### config.mk
export PLATFORM = sky130hd
export DESIGN_NAME = keypad_cmd_encoder_flat
export DESIGN_NICKNAME = d
export VERILOG_FILES = /design/src/rtl/keypad_cmd_encoder_if.sv /design/src/rtl/keypad_cmd_encoder.sv /design/src/flat_wrapper.sv
export SDC_FILE = /design/constraint.sdc
export NUM_CORES = 1
export LEC_CHECK = 0
export CAP_MARGIN = 20
export CELL_PAD_IN_SITES_DETAIL_PLACEMENT = 0
export CELL_PAD_IN_SITES_GLOBAL_PLACEMENT = 1
export CORE_UTILIZATION = 49
export DETAILED_ROUTE_END_ITERATION = 8
export GPL_TIMING_DRIVEN = 0
export PLACE_DENSITY_LB_ADDON = 0.08
export SYNTH_ARGS = -nofsm -noshare
export SYNTH_HDL_FRONTEND = slang
export SYNTH_SLANG_ARGS = --single-unit
### constraint.sdc
create_clock -name clock -period 4.3 [get_ports clock]
set_input_delay 0.43 -clock clock [delete_from_list [all_inputs] [get_ports clock]]
set_output_delay 0.43 -clock clock [all_outputs]
set_load 0.02 [all_outputs]
### src/rtl/keypad_cmd_encoder_if.sv
// ---------------------------------------------------------------------------
// keypad_cmd_encoder_if
// Bundles the keypad pins and the command strobe that the keypad encoder
// exchanges with the board and with the calculator core.
//
// Signals:
//   rows      - keypad row returns (asynchronous, active-high)
//   col       - one-hot column drive (active-high)
//   cmd       - 4-bit key code, meaningful only while cmd_valid is high
//   cmd_valid - single-cycle strobe per accepted key press
//   key_down  - high from an accepted press until its release is accepted
//
// Modports:
//   master - the encoder: samples rows, drives everything else
//   slave  - the keypad/core side: drives rows, observes everything else
// ---------------------------------------------------------------------------
interface keypad_cmd_encoder_if;
   logic [3:0] rows;
   logic [3:0] col;
   logic [3:0] cmd;
   logic       cmd_valid;
   logic       key_down;

   modport master (
      input  rows,
      output col,
      output cmd,
      output cmd_valid,
      output key_down
   );

   modport slave (
      output rows,
      input  col,
      input  cmd,
      input  cmd_valid,
      input  key_down
   );
endinterface

### src/rtl/keypad_cmd_encoder.sv
// ---------------------------------------------------------------------------
// keypad_cmd_encoder
// Scans a 4x4 matrix keypad one column at a time, synchronizes and debounces
// the row returns, and turns each accepted press into a single-cycle 4-bit
// command code (code = column index * 4 + row index).
//
// Parameters:
//   SCAN_DIV - cycles each column is driven before its rows are sampled (>= 2)
//   DEBOUNCE - consecutive identical samples to accept a press or release (>= 1)
//   IDLE_CMD - value on cmd while cmd_valid is low
//
// Ports:
//   clock - single clock, rising edge
//   reset - asynchronous, active-low
//   kp    - keypad_cmd_encoder_if.master (rows in; col, cmd, cmd_valid,
//           key_down out, all registered)
// ---------------------------------------------------------------------------
module keypad_cmd_encoder #(
   parameter int         SCAN_DIV = 1000,
   parameter int         DEBOUNCE = 4,
   parameter logic [3:0] IDLE_CMD = 4'hF
) (
   input logic                  clock,
   input logic                  reset,
   keypad_cmd_encoder_if.master kp
);

   localparam int CNT_W = (SCAN_DIV > 1) ? $clog2(SCAN_DIV) : 1;
   localparam int DEB_W = $clog2(DEBOUNCE + 1);
   localparam logic [CNT_W-1:0] CNT_LAST = CNT_W'(SCAN_DIV - 1);
   localparam logic [DEB_W-1:0] DEB_LAST = DEB_W'(DEBOUNCE - 1);

   typedef enum logic [1:0] {
      ST_SCAN,
      ST_DEBOUNCE,
      ST_EMIT,
      ST_RELEASE
   } state_t;

   state_t           state;
   logic [3:0]       rows_meta;
   logic [3:0]       rs;
   logic [CNT_W-1:0] dwell;
   logic [DEB_W-1:0] match_cnt;
   logic [DEB_W-1:0] rel_cnt;
   logic [3:0]       code;
   logic [3:0]       col_q;
   logic [3:0]       cmd_q;
   logic             cmd_valid_q;
   logic             key_down_q;

   logic             sample;
   logic             rs_one_hot;
   logic [1:0]       row_idx;
   logic [1:0]       col_idx;
   logic [3:0]       cur_code;
   logic [3:0]       col_next;

   assign kp.col       = col_q;
   assign kp.cmd       = cmd_q;
   assign kp.cmd_valid = cmd_valid_q;
   assign kp.key_down  = key_down_q;

   assign sample     = (dwell == CNT_LAST);
   assign rs_one_hot = (rs != 4'd0) && ((rs & (rs - 4'd1)) == 4'd0);
   assign cur_code   = {col_idx, row_idx};
   assign col_next   = {col_q[2:0], col_q[3]};

   // Turn the one-hot row return and column drive into binary indices.
   // Only meaningful when rs is one-hot; other patterns are rejected
   // before cur_code is ever used.
   always_comb begin
      row_idx = 2'd0;
      case (rs)
         4'b0010: row_idx = 2'd1;
         4'b0100: row_idx = 2'd2;
         4'b1000: row_idx = 2'd3;
         default: row_idx = 2'd0;
      endcase
      col_idx = 2'd0;
      case (col_q)
         4'b0010: col_idx = 2'd1;
         4'b0100: col_idx = 2'd2;
         4'b1000: col_idx = 2'd3;
         default: col_idx = 2'd0;
      endcase
   end

   // Two-flop synchronizer: the row returns come straight off the board and
   // can change at any time, so nothing downstream looks at them raw.
   always_ff @(posedge clock or negedge reset) begin
      if (!reset) begin
         rows_meta <= 4'd0;
         rs        <= 4'd0;
      end else begin
         rows_meta <= kp.rows;
         rs        <= rows_meta;
      end
   end

   // Dwell counter: sets the pace of sampling. It also restarts during the
   // emit cycle so the release phase gets a full dwell before its first
   // sample.
   always_ff @(posedge clock or negedge reset) begin
      if (!reset) begin
         dwell <= '0;
      end else if (sample || state == ST_EMIT) begin
         dwell <= '0;
      end else begin
         dwell <= dwell + CNT_W'(1);
      end
   end

   // Main scan/debounce FSM. Every output is a register updated here, so
   // cmd_valid and key_down go high in the cycle after the accepting sample,
   // and col only moves on the edge where a sample is taken.
   always_ff @(posedge clock or negedge reset) begin
      if (!reset) begin
         state       <= ST_SCAN;
         match_cnt   <= '0;
         rel_cnt     <= '0;
         code        <= 4'd0;
         col_q       <= 4'b0001;
         cmd_q       <= IDLE_CMD;
         cmd_valid_q <= 1'b0;
         key_down_q  <= 1'b0;
      end else begin
         cmd_valid_q <= 1'b0;
         cmd_q       <= IDLE_CMD;
         case (state)
            ST_SCAN: begin
               if (sample) begin
                  if (rs_one_hot) begin
                     code      <= cur_code;
                     match_cnt <= DEB_W'(1);
                     if (DEBOUNCE == 1) begin
                        state       <= ST_EMIT;
                        cmd_q       <= cur_code;
                        cmd_valid_q <= 1'b1;
                        key_down_q  <= 1'b1;
                     end else begin
                        state <= ST_DEBOUNCE;
                     end
                  end else begin
                     col_q <= col_next;
                  end
               end
            end
            ST_DEBOUNCE: begin
               if (sample) begin
                  if (rs_one_hot && cur_code == code) begin
                     if (match_cnt == DEB_LAST) begin
                        state       <= ST_EMIT;
                        cmd_q       <= code;
                        cmd_valid_q <= 1'b1;
                        key_down_q  <= 1'b1;
                     end else begin
                        match_cnt <= match_cnt + DEB_W'(1);
                     end
                  end else begin
                     state <= ST_SCAN;
                     col_q <= col_next;
                  end
               end
            end
            ST_EMIT: begin
               state   <= ST_RELEASE;
               rel_cnt <= '0;
            end
            ST_RELEASE: begin
               if (sample) begin
                  if (rs == 4'd0) begin
                     if (rel_cnt == DEB_LAST) begin
                        state      <= ST_SCAN;
                        key_down_q <= 1'b0;
                        col_q      <= col_next;
                     end else begin
                        rel_cnt <= rel_cnt + DEB_W'(1);
                     end
                  end else begin
                     rel_cnt <= '0;
                  end
               end
            end
            default: begin
               state <= ST_SCAN;
            end
         endcase
      end
   end

endmodule

### src/flat_wrapper.sv
// flat-port wrapper written by rule: the top's interface ports become plain ports
module keypad_cmd_encoder_flat 
#(
   parameter int         SCAN_DIV = 1000,
   parameter int         DEBOUNCE = 4,
   parameter logic [3:0] IDLE_CMD = 4'hF
)
  (clock, reset, kp_rows, kp_col, kp_cmd, kp_cmd_valid, kp_key_down);
  keypad_cmd_encoder_if kp_i ();
  input logic clock;
  input logic reset;
  input wire logic [$bits(kp_i.rows)-1:0] kp_rows;
  output wire logic [$bits(kp_i.col)-1:0] kp_col;
  output wire logic [$bits(kp_i.cmd)-1:0] kp_cmd;
  output wire logic [$bits(kp_i.cmd_valid)-1:0] kp_cmd_valid;
  output wire logic [$bits(kp_i.key_down)-1:0] kp_key_down;
  assign kp_i.rows = kp_rows;
  assign kp_col = kp_i.col;
  assign kp_cmd = kp_i.cmd;
  assign kp_cmd_valid = kp_i.cmd_valid;
  assign kp_key_down = kp_i.key_down;
  keypad_cmd_encoder #(.SCAN_DIV(SCAN_DIV), .DEBOUNCE(DEBOUNCE), .IDLE_CMD(IDLE_CMD)) u_core (.clock(clock), .reset(reset), .kp(kp_i));
endmodule
==> summary.md, run 1 <==
| Metric | Value |
|---|---|
| Run status | finished, final reports clean |
| DPL Wire Length | around 2.4 mm |
| Number of enable-type register cells in the synthesized netlist | 0 |
| Worst hold-check slack | 0.251 ns |
| Initial antenna violation count | 0 |
| Post-synthesis sequential area ratio | about 52% |
| Power after layout | between 0.7 and 0.8 mW |
| Family with the most delay on the worst path | simple AND/OR/NAND/NOR gates |
| Highest achievable clock rate | 449 MHz |
| CORE AREA | 3720 um^2 |
| Average detailed-routed wire length per instance | 13.5 um |
| Highest net fanout along the worst path | 5 |
| Endpoint class of the critical path | register |
| Critical Setup Path Class | register to register |
| Floorplan row count | 22 |
| Post-CTS Repair Setup Buffers | 0 |
| Die Y | 64.7 um |
| Placer's final routability congestion estimate | 0.729 |
| Worst-Margin Slew | 0.858 ns |
| Predominant post-synthesis flop cell | sky130_fd_sc_hd__dfrtp_1 |
| CTS buffer count | 5 |
| Maximum count of clock buffers along a single path | 2 |
| Drt initial violations | roughly 70 |
| Number of slew-limit violations in the final report | 0 |
| Port Buffer Count | 15 |
| Period utilisation layout | 51.7% |
| GRT overflow | 0 |
| Clk Latency, worst-skew pair | 0.29 ns |
| Reg-to-reg slack, setup | 2.07 ns |
| Time the final worst path needs with I/O delays and setup | 2.23 ns |
| Combinational fraction of design power | about 3% |
| Critical path depth in cells | 6 |
| Switching power share of the total | approximately a fifth |
| Clock H-tree levels | 2 |
| Leak pwr | 0.982 nW |
| Share of final-layout standard cells stronger than drive strength 1 | 12.6% |
| Type of the worst min-delay path | primary input to asynchronous set/reset pin |
| Worst slew slack as a fraction of its limit | 42.8% |
| Post-CTS Hold Fix Bufs | 0 |
| Starting density of the core | 51.8% |
| Leading cell types in the layout, fill and taps excluded | sky130_fd_sc_hd__dfrtp_1, sky130_fd_sc_hd__clkdlybuf4s50_1, sky130_fd_sc_hd__nand2_1 |
| Required time at the endpoint of the critical path | 4.48 ns |
| DRC errors left | 0 |
| Net count, final | 208 |
| Slowest library cell on the worst path | sky130_fd_sc_hd__nor4_1 |
| Crit path buf inv count | 0 |
| Number of cells produced by synthesis | 175 |
| Antenna Violating Nets Remaining | 0 |
| Power share of the sequential group | 54.2% |
| Antenna diodes | 0 |
| Max incr delay on CP | 0.46 ns |
| Total power density per cell area | 314 nW/um^2 |
| Number of library cell types mapped by synthesis | 46 |
| Data arrival, critical path | approximately 2.4 ns |
| Register-to-Register Path Depth | 6 |
| Netlist Area Pre-Place | just under 2000 um^2 |
| Hold Violations, Final | 0 |
| Async set-or-reset flop fraction in the synthesized netlist | 100% |
| Final Routed Wirelength | 3.33 mm |
| Synth Net Count | 186 |
| Post-cts gate resize count | 0 |
| Pint | 0.560 mW |
| Worst Skew | 0.00732 ns |
| Die Width | 64.7 um |
| Clk pin slew, worst setup/hold paths | 0.08 ns |
| TritonCTS Sinks | 40 |
| Unrepaired setup endpoints after global routing | false |
| Global Route Usage Sum | a little under a fifth |
| Area of placed instances | 2130 um^2 |
| Total Die Area | between 4000 and 5000 um^2 |
| Global-route wire length before repair | 5.91 mm |
| Synth warn | 0 |
| Number of global-route vias before repair | 1307 |
| Io pins | 16 |
| Synth-to-layout area growth | 16.4% |
| Final setup fails | 0 |
| Peak supply drop | 0.000229 V |
| Pin count of the biggest net entering global routing | 41 |
| Launching element type of the critical path | register |
| Avg Cell Area, Syn | 11.0 um^2 |
| Length of the first detailed-routing pass in iterations | 4 |
| Max-cap viol count | 0 |
| Clock share of power | 42.8% |
| Vias | roughly 1300 |
| Final non-filler cell area | around 2200 um^2 |
| Average via count per standard cell | 5.44 |
| Most common cell after layout, fill and taps aside | sky130_fd_sc_hd__dfrtp_1 |
| Critical path, cell by cell | ha_1, nand2_1, nor4_1, nand2b_1, a311oi_4, mux2_1 |
| CTS tree | yes |
| Switching power | 0.145 mW |
| Number of register bits inferred by synthesis | 40 |
| Final-layout setup total negative slack | 0 ns |
| Root Buffer | sky130_fd_sc_hd__clkbuf_8 |
flip-flops by register name, indices dropped and copies added, names as in the netlist, named ones only:
signal and flops:
u_core.match_cnt 3, u_core.state 1, u_core.rows_meta 4, u_core.code 4, u_core.rel_cnt 3, u_core.kp.key_down 1, u_core.rs 4, u_core.dwell 10
u_core.kp.cmd_valid 1, u_core.kp.cmd 4, u_core.kp.col 4
synthesized netlist by cell type (4+ instances only):
cell type	count	area, um^2
sky130_fd_sc_hd__a21oi_1	5	25.0
sky130_fd_sc_hd__and3_1	5	31.3
sky130_fd_sc_hd__dfrtp_1	35	876
sky130_fd_sc_hd__dfstp_2	5	131
sky130_fd_sc_hd__ha_1	5	62.6
sky130_fd_sc_hd__inv_1	9	33.8
sky130_fd_sc_hd__mux2_1	4	45.0
sky130_fd_sc_hd__nand2_1	10	37.5
sky130_fd_sc_hd__nand2b_1	7	43.8
sky130_fd_sc_hd__nand3_1	8	40.0
sky130_fd_sc_hd__nor2_1	9	33.8
sky130_fd_sc_hd__nor3_1	4	20.0
sky130_fd_sc_hd__nor4_1	5	31.3
sky130_fd_sc_hd__o21ai_0	7	35.0
sky130_fd_sc_hd__or3_1	4	25.0
sky130_fd_sc_hd__xnor2_1	8	70.1
per-layer routing:
metal / part of all wire [%] / global-route usage, %
met1: 48 / 23.4
met4: 0.63 / 5.00
met2: 49 / 30.7
met5: 0 / 0
met3: 2.9 / 5.46
final timing paths:
| kind | startpoint | endpoint |
|---|---|---|
| setup / recovery | u_core.dwell[0] | u_core.kp.col[2] |
| hold / removal | reset | u_core.dwell[7] |
| setup reg to reg | u_core.dwell[0] | u_core.kp.col[2] |
| hold reg to reg | u_core.rows_meta[0] | u_core.rs[0] |
| max in group asynchronous | reset | u_core.rows_meta[0] |
| min in group clock | u_core.rows_meta[0] | u_core.rs[0] |
metrics by stage:
| stage | utilization, % | setup slack, ns | instances |
|---|---|---|---|
| 2_1_floorplan | - | 2.25 | 175 |
| 3_3_place_gp | 57.5 | 1.91 | 238 |
| 3_5_place_dp | 57.3 | 2.09 | 238 |
| 4_1_cts | 60.3 | 2.09 | 246 |
| 5_1_grt | 60.3 | 1.88 | 246 |
| 6_report | 60.3 | 2.07 | 246 |
layout make-up:
type | count | area [um^2]
multi-input cells | 121 | 853
inverters | 9 | 33.8
well taps | 48 | 60.1
flip-flops and latches | 40 | 1010
plain buffers | 5 | 31.3
clock inverters | 3 | 42.5
repair buffers | 15 | 145
clock buffers | 5 | 68.8
fillers | 323 | 1470
kinds of logic after synthesis:
| family | share of synthesized area (%) |
|---|---|
| and+or+nand+nor | 20.1 |
| adders and majority gates | 3.25 |
| xor gates and xnor gates | 5.00 |
| DFF | 52.3 |
| AOI/OAI and AO/OA | 12.5 |
| muxes | 3.51 |
| buffers and inverters | 3.38 |
power groups by stage:
| stage | clock [mW] | sequential, mW | combinational, mW |
|---|---|---|---|
| 4_1_cts | 0.310 | 0.382 | 0.0223 |
| 3_5_place_dp | 0 | 0.389 | 0.0222 |
| 3_3_place_gp | 0 | 0.389 | 0.0221 |
| 2_1_floorplan | 0 | 0.389 | 0.00946 |
| 6_report | 0.302 | 0.382 | 0.0214 |
| 5_1_grt | 0.328 | 0.382 | 0.0243 |
(Power assumes the default switching activity.)
==> inputs of run 2 (changes only) <==
CORE_UTILIZATION = 45   (was 49)
clock period = 2.1 ns   (was 4.3 ns; I/O delays follow)
==> run 2 against run 1 <==
- the run now ends with setup timing left
- critical path type unchanged
- combinational power up 110%
- clock skew down 0.0030 ns
- cell count up 2.4%
- flip-flop and latch count unchanged
- clock-buffer cell count unchanged
- design area up 3.3%
==> summary.md, run 2 (synthesized netlist as in run 1, its figures left out) <==
| Metric | Value |
|---|---|
| Worst hold-check slack | 0.0309 ns (was 0.251 ns) |
| Largest register by flop count | u_core.dwell (unchanged) |
| Period utilisation layout | 102% (was 51.7%) |
| Family with the most delay on the worst path | simple AND/OR/NAND/NOR gates (unchanged) |
| Time the final worst path needs with I/O delays and setup | 2.15 ns (was 2.23 ns) |
| Average via count per standard cell | 5.54 (was 5.44) |
| Failing checks | setup timing |
| DPL Wire Length | 2.54 mm (was 2.42 mm) |
| Total Die Area | 4540 um^2 (was 4180 um^2) |
| Type of the worst min-delay path | primary input to asynchronous set/reset pin (unchanged) |
| Number of inserted filler cells in the final layout | 347 (was 323) |
| Highest achievable clock rate | 465 MHz (was 449 MHz) |
| Run status | complete, but fails checks (was finished, final reports clean) |
| Hold Violations, Final | 0 (unchanged) |
| Endpoint class of the critical path | register (unchanged) |
| Post-layout instance count excluding filler cells | 252 (was 246) |
| Average detailed-routed wire length per instance | 14.7 um (was 13.5 um) |
| Clk Latency, worst-skew pair | 0.29 ns (about the same) |
| Worst Skew | 0.00430 ns (was 0.00732 ns) |
| Post-layout worst setup margin | -0.0503 ns (was 2.07 ns) |
| Share of final-layout standard cells stronger than drive strength 1 | 16.3% (was 12.6%) |
| Max-cap viol count | 0 (unchanged) |
| DRC errors left | 0 (unchanged) |
| Clock H-tree levels | 2 (unchanged) |
| Max incr delay on CP | 0.42 ns (was 0.46 ns) |
| GRT overflow | 0 (unchanged) |
| Critical Setup Path Class | register to register (unchanged) |
| Starting density of the core | 47.5% (was 51.8%) |
| Number of flip-flops in the largest register | 10 (unchanged) |
| Final Routed Wirelength | 3.69 mm (was 3.33 mm) |
| TritonCTS Sinks | 40 (unchanged) |
| Maximum count of clock buffers along a single path | 2 (unchanged) |
| Global-route wire length before repair | 6.02 mm (was 5.91 mm) |
| Die Width | 67.4 um (was 64.7 um) |
| Antenna Violating Nets Remaining | 0 (unchanged) |
| Worst slew slack as a fraction of its limit | 41.8% (was 42.8%) |
| Unrepaired setup endpoints after global routing | true (was false) |
| Port Buffer Count | 15 (unchanged) |
| Synth-to-layout area growth | 20.3% (was 16.4%) |
| Pre-CTS setup slack | -0.158 ns (was 2.09 ns) |
| Final setup fails | 4 (was 0) |
| Data arrival, critical path | 2.33 ns (was 2.40 ns) |
| Total power density per cell area | 626 nW/um^2 (was 314 nW/um^2) |
| Die Y | 67.4 um (was 64.7 um) |
| CORE AREA | 4060 um^2 (was 3720 um^2) |
| Launching element type of the critical path | register (unchanged) |
| Area taken by multi-input logic gates | 893 um^2 (was 853 um^2) |
| Slowest library cell on the worst path | sky130_fd_sc_hd__or3_4 (was sky130_fd_sc_hd__nor4_1) |
| Vias | 1395 (was 1338) |
| Net count, final | 212 (was 208) |
| Peak supply drop | 0.000430 V (was 0.000229 V) |
| CTS tree | yes (unchanged) |
| Power after layout | 1.45 mW (was 0.705 mW) |
| Area taken by flip-flops and latches | 1010 um^2 (unchanged) |
| Drt initial violations | 44 (was 69) |
| Crit path buf inv count | 1 (was 0) |
| Leak pwr | 1.02 nW (was 0.982 nW) |
| Floorplan row count | 23 (was 22) |
| Critical path, cell by cell | buf_6, or3b_4, a2111oi_4, or3_4, a311oi_4, mux2_1 (was ha_1, nand2_1, nor4_1, nand2b_1, a311oi_4, mux2_1) |
| Initial antenna violation count | 0 (unchanged) |
| Post-CTS Hold Fix Bufs | 0 (unchanged) |
| Clk pin slew, worst setup/hold paths | 0.08 ns (about the same) |
| Leading cell types in the layout, fill and taps excluded | sky130_fd_sc_hd__dfrtp_1, sky130_fd_sc_hd__clkdlybuf4s50_1, sky130_fd_sc_hd__nand2_1 (unchanged) |
| Io pins | 16 (unchanged) |
| Most common cell after layout, fill and taps aside | sky130_fd_sc_hd__dfrtp_1 (unchanged) |
| Worst-Margin Slew | 0.873 ns (was 0.858 ns) |
| Global Route Usage Sum | 18.4% (was 18.5%) |
| Number of global-route vias before repair | 1321 (was 1307) |
| CTS buffer count | 5 (unchanged) |
| Placer's final routability congestion estimate | 0.773 (was 0.729) |
| Root Buffer | sky130_fd_sc_hd__clkbuf_8 (unchanged) |
| Cell Count Post-Placement | 240 (was 238) |
| Required time at the endpoint of the critical path | 2.28 ns (was 4.48 ns) |
| Highest net fanout along the worst path | 5 (unchanged) |
| Pin count of the biggest net entering global routing | 41 (unchanged) |
| Length of the first detailed-routing pass in iterations | 4 (unchanged) |
| Number of slew-limit violations in the final report | 0 (unchanged) |
| Antenna diodes | 0 (unchanged) |
==> run 2: stage by stage <==
step	cell area (um^2)	util [%]	TNS, ns
finish	2320	57.1	-0.0966
global route	2320	57.1	-0.485
CTS	2270	56.0	-0.0473
detailed placement	2130	52.6	-0.924
global placement	2140	52.7	-3.71
floorplan	1930	-	0
==> run 2: final cells by class <==
class | count | share of cell area, %
Buffer | 5 | 1.51
Sequential cell | 40 | 43.5
Inverter | 9 | 1.46
Multi-Input combinational cell | 121 | 38.6
Timing Repair Buffer | 19 | 7.46
Tap cell | 50 | 2.70
Clock buffer | 5 | 2.97
Clock inverter | 3 | 1.84
==> run 2: what timing repair did <==
action	CTS	global route
setup endpoints to repair	8	12
resized for setup	3	7
cloned	0	1
setup buffers	0	3
==> run 2: worst register-to-register path, stage by stage, from the launching register on <==
cell and delay, ns:
sky130_fd_sc_hd__dfrtp_1 0.41, sky130_fd_sc_hd__buf_6 0.13, sky130_fd_sc_hd__or3b_4 0.23, sky130_fd_sc_hd__a2111oi_4 0.06, sky130_fd_sc_hd__or3_4 0.42, sky130_fd_sc_hd__a311oi_4 0.41
sky130_fd_sc_hd__mux2_1 0.37
==> run 2: final timing paths <==
kind | start | end | slack (ns) | cells past startpoint
hold / removal | reset | u_core.dwell[7] | 0.03 | 1
setup reg to reg | u_core.kp.col[2] | u_core.kp.col[2] | -0.05 | 6
setup / recovery | u_core.kp.col[2] | u_core.kp.col[2] | -0.05 | 6
min in group clock | kp_rows[2] | u_core.rows_meta[2] | 0.35 | 1
hold reg to reg | u_core.rows_meta[3] | u_core.rs[3] | 0.35 | 0
max in group asynchronous | reset | u_core.rs[3] | 1.52 | 1
==> run 2: layer usage <==
layer	vias to the layer above	GRT usage [%]	routed length (um)
li1	678	-	-
met1	694	21.5	1640
met2	19	30.4	1850
met3	4	6.08	141
met4	0	8.51	58
met5	-	0	0
==> run 2: power breakdown <==
part | switching (mW) | internal (mW) | total [mW]
clock | 0.270 | 0.351 | 0.622
sequential | 0.00464 | 0.778 | 0.782
combinational | 0.0280 | 0.0168 | 0.0448
total | 0.303 | 1.15 | 1.45
==> inputs of run 3 (changes only) <==
CORE_MARGIN = 5   (was not set)
CORE_UTILIZATION = 41   (was 45)
clock period = 1.8 ns   (was 2.1 ns; I/O delays follow)
==> run 3 against run 2 <==
- the run still ends with setup timing left
- die area grew 36%
- hold slack lost 0.025 ns
- worst setup slack lost 0.13 ns
- critical path type unchanged
- largest power group unchanged
==> summary.md, run 3 (synthesized netlist as in run 1, its figures left out) <==
| Metric | Value |
|---|---|
| CORE AREA | 4630 um^2 (was 4060 um^2) |
| Worst-Margin Slew | 0.888 ns (was 0.873 ns) |
| TritonCTS Sinks | 40 (unchanged) |
| Average via count per standard cell | 5.53 (was 5.54) |
| Max-cap viol count | 0 (unchanged) |
| Endpoint class of the critical path | register (unchanged) |
| Port Buffer Count | 15 (unchanged) |
| Hold Violations, Final | 0 (unchanged) |
| DPL Wire Length | 2.83 mm (was 2.54 mm) |
| Launching element type of the critical path | register (unchanged) |
| Initial antenna violation count | 0 (unchanged) |
| Time the final worst path needs with I/O delays and setup | 1.98 ns (was 2.15 ns) |
| Run status | complete, but fails checks (unchanged) |
| Share of final-layout standard cells stronger than drive strength 1 | 33.2% (was 16.3%) |
| Leak pwr | 1.08 nW (was 1.02 nW) |
| Post-layout worst setup margin | -0.182 ns (was -0.0503 ns) |
| Drt initial violations | 68 (was 44) |
| Global-route wire length before repair | 7.27 mm (was 6.02 mm) |
| CTS buffer count | 5 (unchanged) |
| Worst slew slack as a fraction of its limit | 40.8% (was 41.8%) |
| Peak supply drop | 0.000379 V (was 0.000430 V) |
| Critical Setup Path Class | register to register (unchanged) |
| DRC errors left | 0 (unchanged) |
| Period utilisation layout | 110% (was 102%) |
| Total Die Area | 6170 um^2 (was 4540 um^2) |
| Number of flip-flops in the largest register | 10 (unchanged) |
| Largest register by flop count | u_core.dwell (unchanged) |
| Power after layout | 1.58 mW (was 1.45 mW) |
| Maximum count of clock buffers along a single path | 2 (unchanged) |
| Leading cell types in the layout, fill and taps excluded | sky130_fd_sc_hd__dfrtp_1, sky130_fd_sc_hd__buf_4, sky130_fd_sc_hd__clkdlybuf4s50_1 (was sky130_fd_sc_hd__dfrtp_1, sky130_fd_sc_hd__clkdlybuf4s50_1, sky130_fd_sc_hd__nand2_1) |
| Final Routed Wirelength | 4.29 mm (was 3.69 mm) |
| Die Width | 78.5 um (was 67.4 um) |
| Clk Latency, worst-skew pair | 0.29 ns (about the same) |
| Clk pin slew, worst setup/hold paths | 0.08 ns (about the same) |
| Highest achievable clock rate | 505 MHz (was 465 MHz) |
| Pre-CTS setup slack | -0.438 ns (was -0.158 ns) |
| Starting density of the core | 41.6% (was 47.5%) |
| Antenna Violating Nets Remaining | 0 (unchanged) |
| Antenna diodes | 0 (unchanged) |
| Most common cell after layout, fill and taps aside | sky130_fd_sc_hd__dfrtp_1 (unchanged) |
| Max incr delay on CP | 0.45 ns (was 0.42 ns) |
| Type of the worst min-delay path | primary input to asynchronous set/reset pin (unchanged) |
| Final non-filler cell area | 2520 um^2 (was 2320 um^2) |
| Synth-to-layout area growth | 30.9% (was 20.3%) |
| Final-layout setup total negative slack | -1.74 ns (was -0.0966 ns) |
| Length of the first detailed-routing pass in iterations | 4 (unchanged) |
| Unrepaired setup endpoints after global routing | true (unchanged) |
| Pin count of the biggest net entering global routing | 41 (unchanged) |
| Highest net fanout along the worst path | 5 (unchanged) |
| Io pins | 16 (unchanged) |
| Area of placed instances | 2140 um^2 (was 2130 um^2) |
| Total power density per cell area | 628 nW/um^2 (was 626 nW/um^2) |
| GRT overflow | 0 (unchanged) |
| Net count, final | 221 (was 212) |
| Worst Skew | 0.00591 ns (was 0.00430 ns) |
| Vias | 1466 (was 1395) |
| Floorplan row count | 25 (was 23) |
| Placer's final routability congestion estimate | 0.814 (was 0.773) |
| CTS tree | yes (unchanged) |
| Required time at the endpoint of the critical path | 1.98 ns (was 2.28 ns) |
| Failing checks | setup timing (unchanged) |
| Slowest library cell on the worst path | sky130_fd_sc_hd__dfrtp_2 (was sky130_fd_sc_hd__or3_4) |
| Share of the core filled with cells | 54.4% (was 57.1%) |
| Die Y | 78.5 um (was 67.4 um) |
| Final setup fails | 15 (was 4) |
| Data arrival, critical path | 2.16 ns (was 2.33 ns) |
| Average detailed-routed wire length per instance | 16.2 um (was 14.7 um) |
| Critical path, cell by cell | or3b_4, a2111oi_4, or3_4, a311oi_4, buf_6, mux2_4 (was buf_6, or3b_4, a2111oi_4, or3_4, a311oi_4, mux2_1) |
| Clock H-tree levels | 2 (unchanged) |
| Root Buffer | sky130_fd_sc_hd__clkbuf_8 (unchanged) |
| Number of global-route vias before repair | 1555 (was 1321) |
| Number of slew-limit violations in the final report | 0 (unchanged) |
| Global Route Usage Sum | 15.0% (was 18.4%) |
-- run 3: power breakdown --
| group | total (mW) | leakage [nW] | switching (mW) | internal (mW) |
|---|---|---|---|---|
| logic | 0.0500 | 0.527 | 0.0310 | 0.0189 |
| registers | 0.919 | 0.499 | 0.0108 | 0.908 |
| clock network | 0.614 | 0.0510 | 0.308 | 0.306 |
| total | 1.58 | 1.08 | 0.350 | 1.23 |
-- run 3: worst paths after layout --
check / start / end / slack, ns / cells past startpoint
min in group clock: kp_rows[3] / u_core.rows_meta[3] / 0.33 / 1
worst min-delay path: reset / u_core.dwell[4] / 0.006 / 1
worst min register to register: u_core.rows_meta[2] / u_core.rs[2] / 0.35 / 0
worst max register to register: u_core.kp.col[3] / u_core.kp.col[1] / -0.18 / 6
worst max-delay path: u_core.kp.col[3] / u_core.kp.col[1] / -0.18 / 6
max in group asynchronous: reset / u_core.rs[2] / 1.17 / 1
-- run 3: timing repair --
item                       4_1_cts  5_1_grt
resized for setup               20       20
setup endpoints to repair       19       22
pin swaps                        4        8
hold buffers                     0        0
setup buffers                   14        4
cloned                           0        0
-- run 3: stage by stage --
step / std cells / hold slack, ns
after floorplan: 175 / -0.116
after global placement: 244 / 0.335
after detailed placement: 244 / 0.336
after CTS: 263 / 0.0428
after global routing: 265 / 0.0947
final: 265 / 0.00575
-- run 3: metal layers --
| metal | GRT usage, % | wire (um) | vias up |
|---|---|---|---|
| met2 | 28.5 | 2360 | 23 |
| met1 | 15.9 | 1710 | 738 |
| met5 | 0 | 0 | - |
| met4 | 5.42 | 97 | 0 |
| li1 | - | - | 695 |
| met3 | 3.33 | 122 | 10 |
-- run 3: layout make-up --
class	instances	area (um^2)
Clock buffer	6	82.6
Clock inverter	2	10.0
Fill cell	418	2110
Inverter	9	36.3
Multi-Input combinational cell	121	1020
Sequential cell	40	1020
Tap cell	54	67.6
Timing Repair Buffer	33	290
-- run 3: worst max-delay path: cells and delay by family, from the launching register on --
kind | cells | cell delay [ns]
buffers and inverters | 1 | 0.15
AO/OA/AOI/OAI | 2 | 0.39
AND/OR/NAND/NOR | 2 | 0.60
multiplexers | 1 | 0.29
flip-flops | 1 | 0.45
